===== src/rtl/vscale_htif_pcr_master_pkg.sv =====
// vscale_htif_pcr_master_pkg: shared widths, CSR addresses and FSM/source encodings for the HTIF PCR master.
package vscale_htif_pcr_master_pkg;
  localparam int CSR_ADDR_WIDTH = 12;
  localparam int HTIF_PCR_WIDTH = 64;
  localparam int XPR_LEN = 32;
  localparam logic [CSR_ADDR_WIDTH-1:0] CSR_ADDR_TO_HOST = 12'h780;
  typedef enum logic [1:0] {IDLE, REQ, WAIT, DONE} state_e;
  typedef enum logic {SRC_CMD, SRC_POLL} src_e;
endpackage


===== src/rtl/vscale_htif_poll_timer.sv =====
// vscale_htif_poll_timer: free-running poll interval counter with a non-queuing poll_pending flag.
module vscale_htif_poll_timer #(
  parameter int POLL_INTERVAL = 256
) (
  input  logic clk_i,
  input  logic reset_i,
  input  logic en_i,
  input  logic clr_i,
  output logic pending_o
);
  localparam int CW = $clog2(POLL_INTERVAL);
  logic [CW-1:0] cnt_q, cnt_d;
  logic pending_q, pending_d, wrap;
  always_comb begin
    wrap = cnt_q == CW'(POLL_INTERVAL - 1);
    cnt_d = (!en_i || wrap) ? '0 : cnt_q + CW'(1);
    pending_d = en_i && (wrap || (pending_q && !clr_i));
  end
  always_ff @(posedge clk_i) begin
    if (!reset_i) begin
      cnt_q <= '0;
      pending_q <= 1'b0;
    end else begin
      cnt_q <= cnt_d;
      pending_q <= pending_d;
    end
  end
  assign pending_o = pending_q;
endmodule


===== src/rtl/vscale_htif_pcr_master.sv =====
// vscale_htif_pcr_master: turns host CSR commands and periodic TO_HOST polls into single HTIF PCR transactions.
module vscale_htif_pcr_master
  import vscale_htif_pcr_master_pkg::*;
#(
  parameter int POLL_INTERVAL = 256,
  parameter logic [CSR_ADDR_WIDTH-1:0] TOHOST_ADDR = CSR_ADDR_TO_HOST
) (
  input  logic                      clk_i,
  input  logic                      reset_i,
  input  logic                      poll_enable_i,
  input  logic                      cmd_valid_i,
  output logic                      cmd_ready_o,
  input  logic                      cmd_rw_i,
  input  logic [CSR_ADDR_WIDTH-1:0] cmd_addr_i,
  input  logic [HTIF_PCR_WIDTH-1:0] cmd_wdata_i,
  output logic                      rsp_valid_o,
  input  logic                      rsp_ready_i,
  output logic [HTIF_PCR_WIDTH-1:0] rsp_data_o,
  output logic                      tohost_valid_o,
  input  logic                      tohost_ready_i,
  output logic [XPR_LEN-1:0]        tohost_data_o,
  output logic                      tohost_overflow_o,
  output logic                      htif_pcr_req_valid_o,
  input  logic                      htif_pcr_req_ready_i,
  output logic                      htif_pcr_req_rw_o,
  output logic [CSR_ADDR_WIDTH-1:0] htif_pcr_req_addr_o,
  output logic [HTIF_PCR_WIDTH-1:0] htif_pcr_req_data_o,
  input  logic                      htif_pcr_resp_valid_i,
  output logic                      htif_pcr_resp_ready_o,
  input  logic [HTIF_PCR_WIDTH-1:0] htif_pcr_resp_data_i
);
  state_e state_q, state_d;
  src_e src_q, src_d;
  logic rw_q, rw_d;
  logic [CSR_ADDR_WIDTH-1:0] addr_q, addr_d;
  logic [HTIF_PCR_WIDTH-1:0] wdata_q, wdata_d, rdata_q, rdata_d;
  logic th_valid_q, th_valid_d, ovf_q, ovf_d;
  logic [XPR_LEN-1:0] th_data_q, th_data_d;
  logic poll_pending, poll_issue, poll_hit;
  vscale_htif_poll_timer #(.POLL_INTERVAL(POLL_INTERVAL)) u_timer (
    .clk_i    (clk_i),
    .reset_i  (reset_i),
    .en_i     (poll_enable_i),
    .clr_i    (poll_issue),
    .pending_o(poll_pending)
  );
  always_comb begin
    state_d = state_q;
    src_d = src_q;
    rw_d = rw_q;
    addr_d = addr_q;
    wdata_d = wdata_q;
    rdata_d = rdata_q;
    poll_issue = 1'b0;
    case (state_q)
      IDLE: begin
        if (cmd_valid_i) begin
          rw_d = cmd_rw_i;
          addr_d = cmd_addr_i;
          wdata_d = cmd_wdata_i;
          src_d = SRC_CMD;
          state_d = REQ;
        end else if (poll_pending) begin
          rw_d = 1'b0;
          addr_d = TOHOST_ADDR;
          wdata_d = '0;
          src_d = SRC_POLL;
          poll_issue = 1'b1;
          state_d = REQ;
        end
      end
      REQ: state_d = htif_pcr_req_ready_i ? WAIT : REQ;
      WAIT: begin
        if (htif_pcr_resp_valid_i) begin
          rdata_d = htif_pcr_resp_data_i;
          state_d = src_q == SRC_CMD ? DONE : IDLE;
        end
      end
      DONE: state_d = rsp_ready_i ? IDLE : DONE;
      default: state_d = IDLE;
    endcase
    // A fresh nonzero poll result always wins; overflow only if the previous one was still unconsumed.
    poll_hit = state_q == WAIT && htif_pcr_resp_valid_i && src_q == SRC_POLL && |htif_pcr_resp_data_i;
    th_valid_d = poll_hit || (th_valid_q && !tohost_ready_i);
    th_data_d = poll_hit ? htif_pcr_resp_data_i[XPR_LEN-1:0] : th_data_q;
    ovf_d = ovf_q || (poll_hit && th_valid_q && !tohost_ready_i);
  end
  always_ff @(posedge clk_i) begin
    if (!reset_i) begin
      state_q <= IDLE;
      src_q <= SRC_CMD;
      rw_q <= 1'b0;
      addr_q <= '0;
      wdata_q <= '0;
      rdata_q <= '0;
      th_valid_q <= 1'b0;
      th_data_q <= '0;
      ovf_q <= 1'b0;
    end else begin
      state_q <= state_d;
      src_q <= src_d;
      rw_q <= rw_d;
      addr_q <= addr_d;
      wdata_q <= wdata_d;
      rdata_q <= rdata_d;
      th_valid_q <= th_valid_d;
      th_data_q <= th_data_d;
      ovf_q <= ovf_d;
    end
  end
  assign cmd_ready_o = reset_i && state_q == IDLE;
  assign htif_pcr_req_valid_o = state_q == REQ;
  assign htif_pcr_req_rw_o = rw_q;
  assign htif_pcr_req_addr_o = addr_q;
  assign htif_pcr_req_data_o = wdata_q;
  assign htif_pcr_resp_ready_o = state_q == WAIT;
  assign rsp_valid_o = state_q == DONE;
  assign rsp_data_o = rdata_q;
  assign tohost_valid_o = th_valid_q;
  assign tohost_data_o = th_data_q;
  assign tohost_overflow_o = ovf_q;
endmodule

===== config.mk =====
export PLATFORM = sky130hd
export DESIGN_NAME = vscale_htif_pcr_master
export DESIGN_NICKNAME = d
export VERILOG_FILES = /design/src/rtl/vscale_htif_pcr_master_pkg.sv /design/src/rtl/vscale_htif_poll_timer.sv /design/src/rtl/vscale_htif_pcr_master.sv
export SDC_FILE = /design/constraint.sdc
export NUM_CORES = 1
export LEC_CHECK = 0
export BUFFER_PORTS_ARGS = -buffer_cell sky130_fd_sc_hd__buf_2
export CAP_MARGIN = 25
export CORE_MARGIN = 5
export CORE_UTILIZATION = 49
export DETAILED_ROUTE_END_ITERATION = 8
export MAX_ROUTING_LAYER = met4
export PLACE_DENSITY = 0.81
export SETUP_SLACK_MARGIN = 0.3
export SKIP_LAST_GASP = 1
export SYNTH_ARGS = -nofsm -noshare
export SYNTH_HDL_FRONTEND = slang
export SYNTH_SLANG_ARGS = --single-unit

===== constraint.sdc =====
create_clock -name clk_i -period 2.6 [get_ports clk_i]
set_input_delay 0.26 -clock clk_i [delete_from_list [all_inputs] [get_ports clk_i]]
set_output_delay 0.26 -clock clk_i [all_outputs]
set_load 0.05 [all_outputs]

==> results of run 1 <==
## Yosys cell counts
cell type  number
inv_1           3
inv_2           1
mux2i_1        32
nand4_1         4
nor2_4          1
a21oi_1        67
nand2b_1        1
or2_2           1
a31o_2          1
o22ai_1         4
nand2_1       198
nor4_4          1
buf_2          22
o21ai_0         2
ha_1            1
a22oi_1        74
a21o_1          1
nor2b_1         3
a311oi_1        1
o31ai_1         1
nor3_1          2
clkbuf_1       32
a221oi_1        1
xnor2_1         2
nor4_1         16
buf_6           3
o21a_1          2
and2_1          4
dfxtp_1       187
nand3_1         5
xor2_1          4
nor2_1         87
and3_1          1
## kinds of logic (layout without fill, tap and decap cells)
logic type	Yosys count	after routing	share of synthesized area [%]
multiplexers	32	32	4.77
buffers and inverters	61	374	4.16
AND/OR/NAND/NOR	324	324	19.7
other	0	1	0
adder cells (fa/ha/maj)	1	1	0.186
XOR/XNOR	6	6	0.783
flip-flops	187	187	55.7
AO/OA/AOI/OAI	154	154	14.6
## sequential cells by signal, summed over array words and instances, names as in the netlist
signal	count
htif_pcr_req_addr_o	12
htif_pcr_req_data_o	64
htif_pcr_req_rw_o	1
rsp_data_o	64
src_q	1
state_q	2
tohost_data_o	32
tohost_overflow_o	1
tohost_valid_o	1
u_timer.cnt_q	8
u_timer.pending_o	1
## worst max-delay path, stage by stage (launching register included)
cell     delay, ns
dfxtp_1       0.32
nor2b_1       0.15
and2_2        0.16
nand2_1       0.10
nor2_4        0.78
buf_4         0.33
mux2i_1       0.21
## how the worst min path moves through the flow
stage,from,end,depth (start not counted)
after CTS,cmd_wdata_i[5],htif_pcr_req_data_o[5]$_SDFFE_PN0P_,3
after floorplan,htif_pcr_resp_data_i[0],rsp_data_o[0]$_SDFFE_PN0N_,2
after global routing,cmd_wdata_i[5],htif_pcr_req_data_o[5]$_SDFFE_PN0P_,3
after detailed placement,rsp_data_o[38]$_SDFFE_PN0N_,rsp_data_o[38]$_SDFFE_PN0N_,2
final,cmd_addr_i[8],htif_pcr_req_addr_o[8]$_SDFFE_PN0P_,3
after global placement,tohost_data_o[25]$_SDFFE_PN0P_,tohost_data_o[25]$_SDFFE_PN0P_,2
## final cells by class
| cell class | count | area [um2] | share of cell area (%) |
|---|---|---|---|
| flip-flops and latches | 187 | 3740 | 41.5 |
| multi-input cells | 517 | 2710 | 30.1 |
| repair buffers | 338 | 1740 | 19.4 |
| clock buffers | 21 | 460 | 5.11 |
| well taps | 176 | 220 | 2.44 |
| clock inverters | 11 | 116 | 1.29 |
| inverters | 4 | 17.5 | 0.194 |
| diodes | 1 | 2.50 | 0.0278 |
## where the power goes
group          switching, mW  internal, mW  leakage [nW]
combinational          0.827         0.306          2.37
clock                   1.07          1.47         0.292
sequential            0.0616          2.99          1.52
total                   1.96          4.76          4.18
## per-layer routing
layer	up-vias	wire [um]	GRT usage [%]
li1	3183	-	-
met1	3057	8170	30.5
met2	311	10600	44.3
met3	40	1900	6.80
met4	0	597	8.77
met5	-	0	-
## through the flow
step           utilization, %  total power, mW
6_report                 67.5             6.72
5_1_grt                  67.5             6.99
4_1_cts                  67.5             6.77
3_5_place_dp             63.2             4.25
3_3_place_gp             63.2             4.23
2_1_floorplan               -             3.88
==> results.py, run 1 <==
metrics = {
    "clock_tree": {
        "clock-sinks": 187,
        "cts_resized": 0,
        "cts_tree": "yes",
        "cts_setup_buffers": 0,
        "cts_inserted_buffers": 17,
        "cts_hold_buffers": 0,
        "htreeDepth": 4,
        "path_clk_slew_ns": 0.07,
        "root_buffer": "clkbuf_16",
        "clkLatencyLatePin_ns": 0.42,
        "clock_tree.buffer_depth": 2,
    },
    "routing": {
        "via_per_inst": 5.25,
        "drc_errors": 0,
        "vias": 6591,
        "drt_iter0_drc": 414,
        "routedWlPerCell_um": 17.0,
        "final_antenna_net_count": 0,
        "firstDrtPassIters": 5,
        "routed_wl_um": 21300,
    },
    "placed_design": {
        "globalplace.congestion": 0.890,
        "portBuffers": 327,
        "placed_cells": 1222,
        "post-place-ws_ns": 0.134,
        "dpl_cell_area_um2": 8430,
        "dp.final_hpwl_um": 15500,
    },
    "synth": {
        "yosysWarnings": 0,
        "synth_cells": 765,
        "synth_area_per_cell_um2": 8.78,
        "yosysSeqAreaShare_pct": 55.7,
        "synth_fp_nets": 915,
        "synth.top_cell.area_share_pct": 55.7,
        "synthTopCellsByArea": "dfxtp_1 56%, nand2_1 11%, a22oi_1 8.3%, a21oi_1 5.0%, nor2_1 4.9%",
        "post_synth_num_cell_types": 33,
        "synth_top_area_cell": "dfxtp_1",
        "syn_area_um2": 6720,
        "ys_ff_latch": 187,
    },
    "floorplanning": {
        "die_h_um": 127,
        "die_area_um2": 16100,
        "core_um2": 13300,
        "ios": 328,
        "dieWidth_um": 127,
        "rows": 42,
        "start_util_pct": 50.3,
    },
    "worst_hold_path": {
        "hold_path.class": "input port to register",
    },
    "sta": {
        "whs_ns": 0.0653,
        "rsz0062_at_grt": "false",
        "final-setup-viol-count": 0,
        "finalCritPeriodShare_pct": 81.9,
        "relSlewSlack_pct": 32.6,
        "maxSlewViolCount": 0,
        "fin_worst_skew_ns": 0.00775,
        "setup-tns-final_ns": 0,
        "worst_pin_slew_ns": 1.01,
        "fin_crit_ns": 2.13,
        "finalWorstSetupSlack_ns": 0.471,
        "finalHoldViolCount": 0,
        "fmax_mhz": 470,
    },
    "setup_path": {
        "cp-start-kind": "register",
        "startpoint": "state_q[1]$_SDFFE_PN0P_",
        "end_kind": "register",
        "rr_worst_depth": 6,
        "reg2reg_slack_ns": 0.47,
        "required_ns": 2.95,
        "arrival_ns": 2.48,
        "worstReg2RegStart": "state_q[1]$_SDFFE_PN0P_",
        "endpoint": "tohost_data_o[14]$_SDFFE_PN0P_",
        "path_max_fanout": 28,
        "path_class": "register to register",
        "reg2reg_to": "tohost_data_o[14]$_SDFFE_PN0P_",
    },
    "job": {
        "cap_viol_max_count": 0,
    },
    "grt": {
        "grt_pass1_wl_um": 32800,
        "grt_pass1_vias": 6399,
        "antenna_found_initial": 0,
        "grt_overflow": 0,
        "grt_start_max_net_pins": 145,
        "track_usage_pct": 26.2,
    },
    "power_and_ir_drop": {
        "power.density_nw_per_um2": 746,
        "leakagePower_nw": 4.18,
        "vdd_drop_max_v": 0.000585,
    },
    "cells_and_area": {
        "mostFrequentLayoutCells": "327 x buf_2, 197 x nand2_1, 187 x dfxtp_1",
        "fin_area_um2": 9010,
        "drive_gt1_share_pct": 35.0,
        "areaGrowthSynthToFinish_pct": 34.2,
        "nNetsFinal": 1215,
        "num-fill-cells": 1098,
        "final_common_cell": "buf_2",
        "final_cells": 1255,
    },
    "run_status": {
        "status": "completed",
    },
}
Power figures use the tool's default switching activity.
==> inputs of run 2 (changes only) <==
Settings changed: CORE_UTILIZATION 49 to 41, PLACE_DENSITY 0.81 to 0.72.
Clock period 2.6 ns to 1.8 ns, I/O delays scaled along.
==> run 2 against run 1 <==
Net effect: power increased by 49%; clock skew decreased by 0.0013 ns; register-to-register slack got worse by 0.23 ns; setup slack got worse by 0.24 ns; global-route usage decreased by 1.0 points; worst hold slack got worse by 0.047 ns; largest cell class unchanged.
==> results.py, run 2 (synthesis gave the netlist of run 1 again) <==
metrics = {
    "power_and_ir_drop": {
        "leakagePower_nw": 4.85,
        "power.density_nw_per_um2": 943,
        "vdd_drop_max_v": 0.000581,
    },
    "sta": {
        "maxSlewViolCount": 0,
        "fin_worst_skew_ns": 0.00646,
        "worst_pin_slew_ns": 0.483,
        "fmax_mhz": 636,
        "whs_ns": 0.0185,
        "finalHoldViolCount": 0,
        "final-setup-viol-count": 0,
        "fin_crit_ns": 1.57,
        "rsz0062_at_grt": "true",
        "relSlewSlack_pct": 67.8,
        "finalCritPeriodShare_pct": 87.4,
    },
    "setup_path": {
        "reg2reg_to": "tohost_data_o[14]$_SDFFE_PN0P_",
        "end_kind": "output pin",
        "arrival_ns": 1.39,
        "reg2reg_slack_ns": 0.24,
        "path_max_fanout": 3,
        "rr_worst_depth": 6,
        "cp-start-kind": "register",
        "worstReg2RegStart": "state_q[1]$_SDFFE_PN0P_",
        "required_ns": 1.62,
        "path_class": "register to output pin",
    },
    "routing": {
        "routedWlPerCell_um": 17.7,
        "via_per_inst": 5.10,
        "drc_errors": 0,
        "routed_wl_um": 25300,
        "firstDrtPassIters": 5,
        "final_antenna_net_count": 0,
        "drt_iter0_drc": 468,
        "vias": 7286,
    },
    "cells_and_area": {
        "insertedDiodeCount": 0,
        "final_common_cell": "buf_2",
        "areaGrowthSynthToFinish_pct": 58.5,
        "nNetsFinal": 1351,
        "post-route-util_pct": 66.5,
        "drive_gt1_share_pct": 35.8,
        "mostFrequentLayoutCells": "324 x buf_2, 196 x nand2_1, 185 x dfxtp_1",
    },
    "clock_tree": {
        "clkLatencyLatePin_ns": 0.42,
        "clock_tree.buffer_depth": 2,
        "root_buffer": "clkbuf_16",
        "cts_inserted_buffers": 17,
        "cts_tree": "yes",
        "htreeDepth": 4,
        "clock-sinks": 187,
        "path_clk_slew_ns": 0.07,
    },
    "floorplanning": {
        "core_um2": 16000,
        "dieWidth_um": 138,
        "rows": 46,
        "die_area_um2": 19000,
        "die_h_um": 138,
        "start_util_pct": 42.0,
        "ios": 328,
    },
    "grt": {
        "grt_start_max_net_pins": 83,
        "antenna_found_initial": 0,
        "grt_pass1_wl_um": 36100,
        "grt_overflow": 0,
        "track_usage_pct": 25.2,
        "grt_pass1_vias": 7039,
    },
    "worst_hold_path": {
        "hold_path.class": "input port to register",
        "worstHoldStart": "cmd_wdata_i[19]",
        "whs_endpoint": "htif_pcr_req_data_o[19]$_SDFFE_PN0P_",
        "hold_path_depth": 3,
    },
    "placed_design": {
        "portBuffers": 327,
        "dp.final_hpwl_um": 16600,
        "globalplace.congestion": 0.833,
    },
    "job": {
        "cap_viol_max_count": 0,
    },
    "run_status": {
        "status": "completed",
    },
}
## run 2: cell count changes in the layout (fill, tap and decap cells not counted), sizes merged
cell and delta:
buf +38, bufinv -1, clkbuf +6, clkinv -2
clkinvlp +4, diode -1, dlygate4sd3 +93, inv -3
o21ai +1
## run 2: repair_timing
action / in CTS / in global routing
endpoints found under the setup margin: 116 / 115
pin swaps: 2 / 5
hold buffers: 93 / 0
buffers inserted: 4 / 4
cloned: 1 / 4
endpoints found under the hold margin: 93 / 0
resized for setup: 17 / 19
## run 2: where the power goes
group	switching, mW	internal [mW]
Clock	1.60	1.99
Sequential	0.102	4.32
Combinational	1.33	0.705
Total	3.03	7.01
## run 2: metrics by stage
step | area (um2) | TNS, ns | setup slack, ns | power (mW) | instances
2_1_floorplan | 6770 | 0 | 0.0997 | 5.63 | 765
3_3_place_gp | 8830 | -6.56 | -0.207 | 6.21 | 1292
3_5_place_dp | 8830 | -6.95 | -0.220 | 6.23 | 1292
4_1_cts | 10400 | 0 | 0.285 | 9.96 | 1422
5_1_grt | 10600 | 0 | 0.171 | 10.4 | 1430
6_report | 10600 | 0 | 0.228 | 10.0 | 1430
## run 2: cell type report
cell class                      count  area, um2
Tap cell                          216        270
Inverter                            4       17.5
Multi-Input combinational cell    518       2850
Timing Repair Buffer              473       3200
Sequential cell                   187       3750
Clock inverter                      9       91.3
Clock buffer                       23        468
Fill cell                        1272       5350
## run 2: how the worst max path moves through the flow
stage | start | end | slack, ns | cells after the start
after global placement | htif_pcr_resp_data_i[42] | tohost_valid_o$_SDFF_PN0_ | -0.21 | 7
after CTS | state_q[1]$_SDFFE_PN0P_ | tohost_data_o[8]$_SDFFE_PN0P_ | 0.28 | 6
after floorplan | state_q[1]$_SDFFE_PN0P_ | tohost_data_o[10]$_SDFFE_PN0P_ | 0.1 | 7
after global routing | state_q[1]$_SDFFE_PN0P_ | cmd_ready_o | 0.17 | 4
after detailed placement | htif_pcr_resp_data_i[42] | tohost_valid_o$_SDFF_PN0_ | -0.22 | 7
final | state_q[1]$_SDFFE_PN0P_ | cmd_ready_o | 0.23 | 4
## run 2: worst max-delay path, cell delays in order, from the launching register on
cell	delay [ns]
dfxtp_4	0.36
buf_12	0.13
buf_6	0.11
nor3_4	0.19
buf_6	0.19
## run 2: layer usage
| metal | routed length (um) | GRT usage [%] |
|---|---|---|
| met1 | 9580 | 28.9 |
| met2 | 12800 | 42.4 |
| met3 | 2170 | 5.99 |
| met4 | 767 | 10.8 |
| met5 | 0 | - |
==> inputs of run 3 (changes only) <==
Settings changed: CORE_MARGIN 5 to 4.
==> run 3 against run 2 <==
Net effect: maximum frequency is 5.7% higher; combinational power about the same; non-clock buffer count decreased by 11; routed wire length down 0.44%; sequential share of layout area is 0.065 points lower; first-iteration DRC count is 15% lower.
==> results.py, run 3 (synthesis gave the netlist of run 1 again) <==
metrics = {
    "cells_and_area": {
        "post-route-util_pct": 66.9,
        "num-fill-cells": 1246,
        "areaGrowthSynthToFinish_pct": 58.7,
        "mostFrequentLayoutCells": "322 x buf_2, 196 x nand2_1, 185 x dfxtp_1",
        "fin_area_um2": 10700,
        "insertedDiodeCount": 0,
        "drive_gt1_share_pct": 36.8,
        "nNetsFinal": 1340,
        "final_common_cell": "buf_2",
    },
    "placed_design": {
        "dp.final_hpwl_um": 15400,
        "portBuffers": 327,
        "post-place-ws_ns": -0.106,
        "globalplace.congestion": 0.850,
        "dpl_cell_area_um2": 8750,
    },
    "routing": {
        "firstDrtPassIters": 6,
        "routedWlPerCell_um": 17.8,
        "final_antenna_net_count": 0,
        "drc_errors": 0,
        "drt_iter0_drc": 397,
        "via_per_inst": 5.09,
        "vias": 7218,
        "routed_wl_um": 25200,
    },
    "grt": {
        "grt_pass1_vias": 6990,
        "track_usage_pct": 25.5,
        "grt_overflow": 0,
        "grt_start_max_net_pins": 83,
        "grt_pass1_wl_um": 36200,
        "antenna_found_initial": 0,
    },
    "setup_path": {
        "slowest_delay_ns": 0.37,
        "cp_cell_sequence": "nor2b_4 -> and2_4 -> nand2_4 -> buf_4 -> nor2_4 -> buf_6 -> mux2i_1",
        "path_class": "register to register",
        "worst-path-buf-inv": 2,
        "arrival_ns": 1.84,
        "end_kind": "register",
        "critPathTopFamily": "simple AND/OR/NAND/NOR gates",
        "required_ns": 2.15,
        "cp-start-kind": "register",
        "slowest_stage": "dfxtp_4",
        "path_max_fanout": 7,
    },
    "sta": {
        "rsz0062_at_grt": "true",
        "fin_crit_ns": 1.49,
        "worst_pin_slew_ns": 0.417,
        "fin_worst_skew_ns": 0.00924,
        "maxSlewViolCount": 0,
        "finalWorstSetupSlack_ns": 0.312,
        "relSlewSlack_pct": 72.2,
        "finalHoldViolCount": 0,
        "finalCritPeriodShare_pct": 82.6,
        "fmax_mhz": 672,
        "final-setup-viol-count": 0,
    },
    "clock_tree": {
        "cts_inserted_buffers": 17,
        "clock_tree.buffer_depth": 2,
        "clkLatencyLatePin_ns": 0.43,
        "clock-sinks": 187,
        "root_buffer": "clkbuf_16",
        "path_clk_slew_ns": 0.07,
        "cts_tree": "yes",
        "htreeDepth": 4,
    },
    "floorplanning": {
        "ios": 328,
        "die_area_um2": 18500,
        "start_util_pct": 42.1,
        "rows": 46,
        "dieWidth_um": 136,
        "die_h_um": 136,
        "core_um2": 15900,
    },
    "job": {
        "cap_viol_max_count": 0,
    },
    "power_and_ir_drop": {
        "leakagePower_nw": 4.83,
        "vdd_drop_max_v": 0.000720,
        "power.density_nw_per_um2": 964,
    },
    "worst_hold_path": {
        "hold_path.class": "input port to register",
    },
    "run_status": {
        "status": "completed",
    },
}
run 3: what timing repair did:
action                                  in CTS  in global routing
hold buffers                                90                  0
cloned                                       2                  4
endpoints found under the hold margin       90                  0
endpoints found under the setup margin      47                111
gates resized for setup                     17                 30
pin swaps                                    5                  5
setup buffers                                5                  3
run 3: layout make-up:
class | instances | area, um2 | area share, %
inverter | 4 | 17.5 | 0.164
clock inverter | 13 | 154 | 1.44
tap | 216 | 270 | 2.54
timing repair buffer | 462 | 3120 | 29.3
clock buffer | 18 | 439 | 4.12
multi-input combinational | 518 | 2910 | 27.3
sequential | 187 | 3750 | 35.2
run 3: worst paths after layout:
check / from / to / slack, ns / cells after the start
setup reg to reg: state_q[0]$_SDFFE_PN0P_ / tohost_data_o[24]$_SDFFE_PN0P_ / 0.31 / 7
hold reg to reg: rsp_data_o[16]$_SDFFE_PN0N_ / rsp_data_o[16]$_SDFFE_PN0N_ / 0.45 / 2
hold / removal: cmd_wdata_i[57] / htif_pcr_req_data_o[57]$_SDFFE_PN0P_ / 0.01 / 3
setup / recovery: state_q[0]$_SDFFE_PN0P_ / tohost_data_o[24]$_SDFFE_PN0P_ / 0.31 / 7
run 3: through the flow:
step	hold WS [ns]	setup TNS [ns]	power, mW	cells
final	0.0112	0	10.3	1418
after global routing	0.00772	0	10.6	1418
after CTS	0.000514	0	10.2	1411
after detailed placement	0.420	-3.08	6.20	1283
after global placement	0.409	-3.39	6.18	1283
after floorplan	0.316	0	5.63	765
run 3: power breakdown:
part           switching (mW)  internal [mW]
sequential              0.104           4.32
combinational            1.34          0.686
clock                    1.71           2.12
total                    3.15           7.12
run 3: worst register-to-register path, stage by stage (launching register included):
cell and delay (ns):
dfxtp_4 0.37, nor2b_4 0.13, and2_4 0.18, nand2_4 0.07
buf_4 0.15, nor2_4 0.18, buf_6 0.14, mux2i_1 0.19
run 3: layer usage:
layer | routed length (um) | global-route usage [%] | up-vias
met5 | 0 | - | -
met4 | 748 | 8.29 | 0
met3 | 1940 | 6.62 | 47
met2 | 12800 | 43.3 | 360
met1 | 9710 | 29.5 | 3375
li1 | - | - | 3436
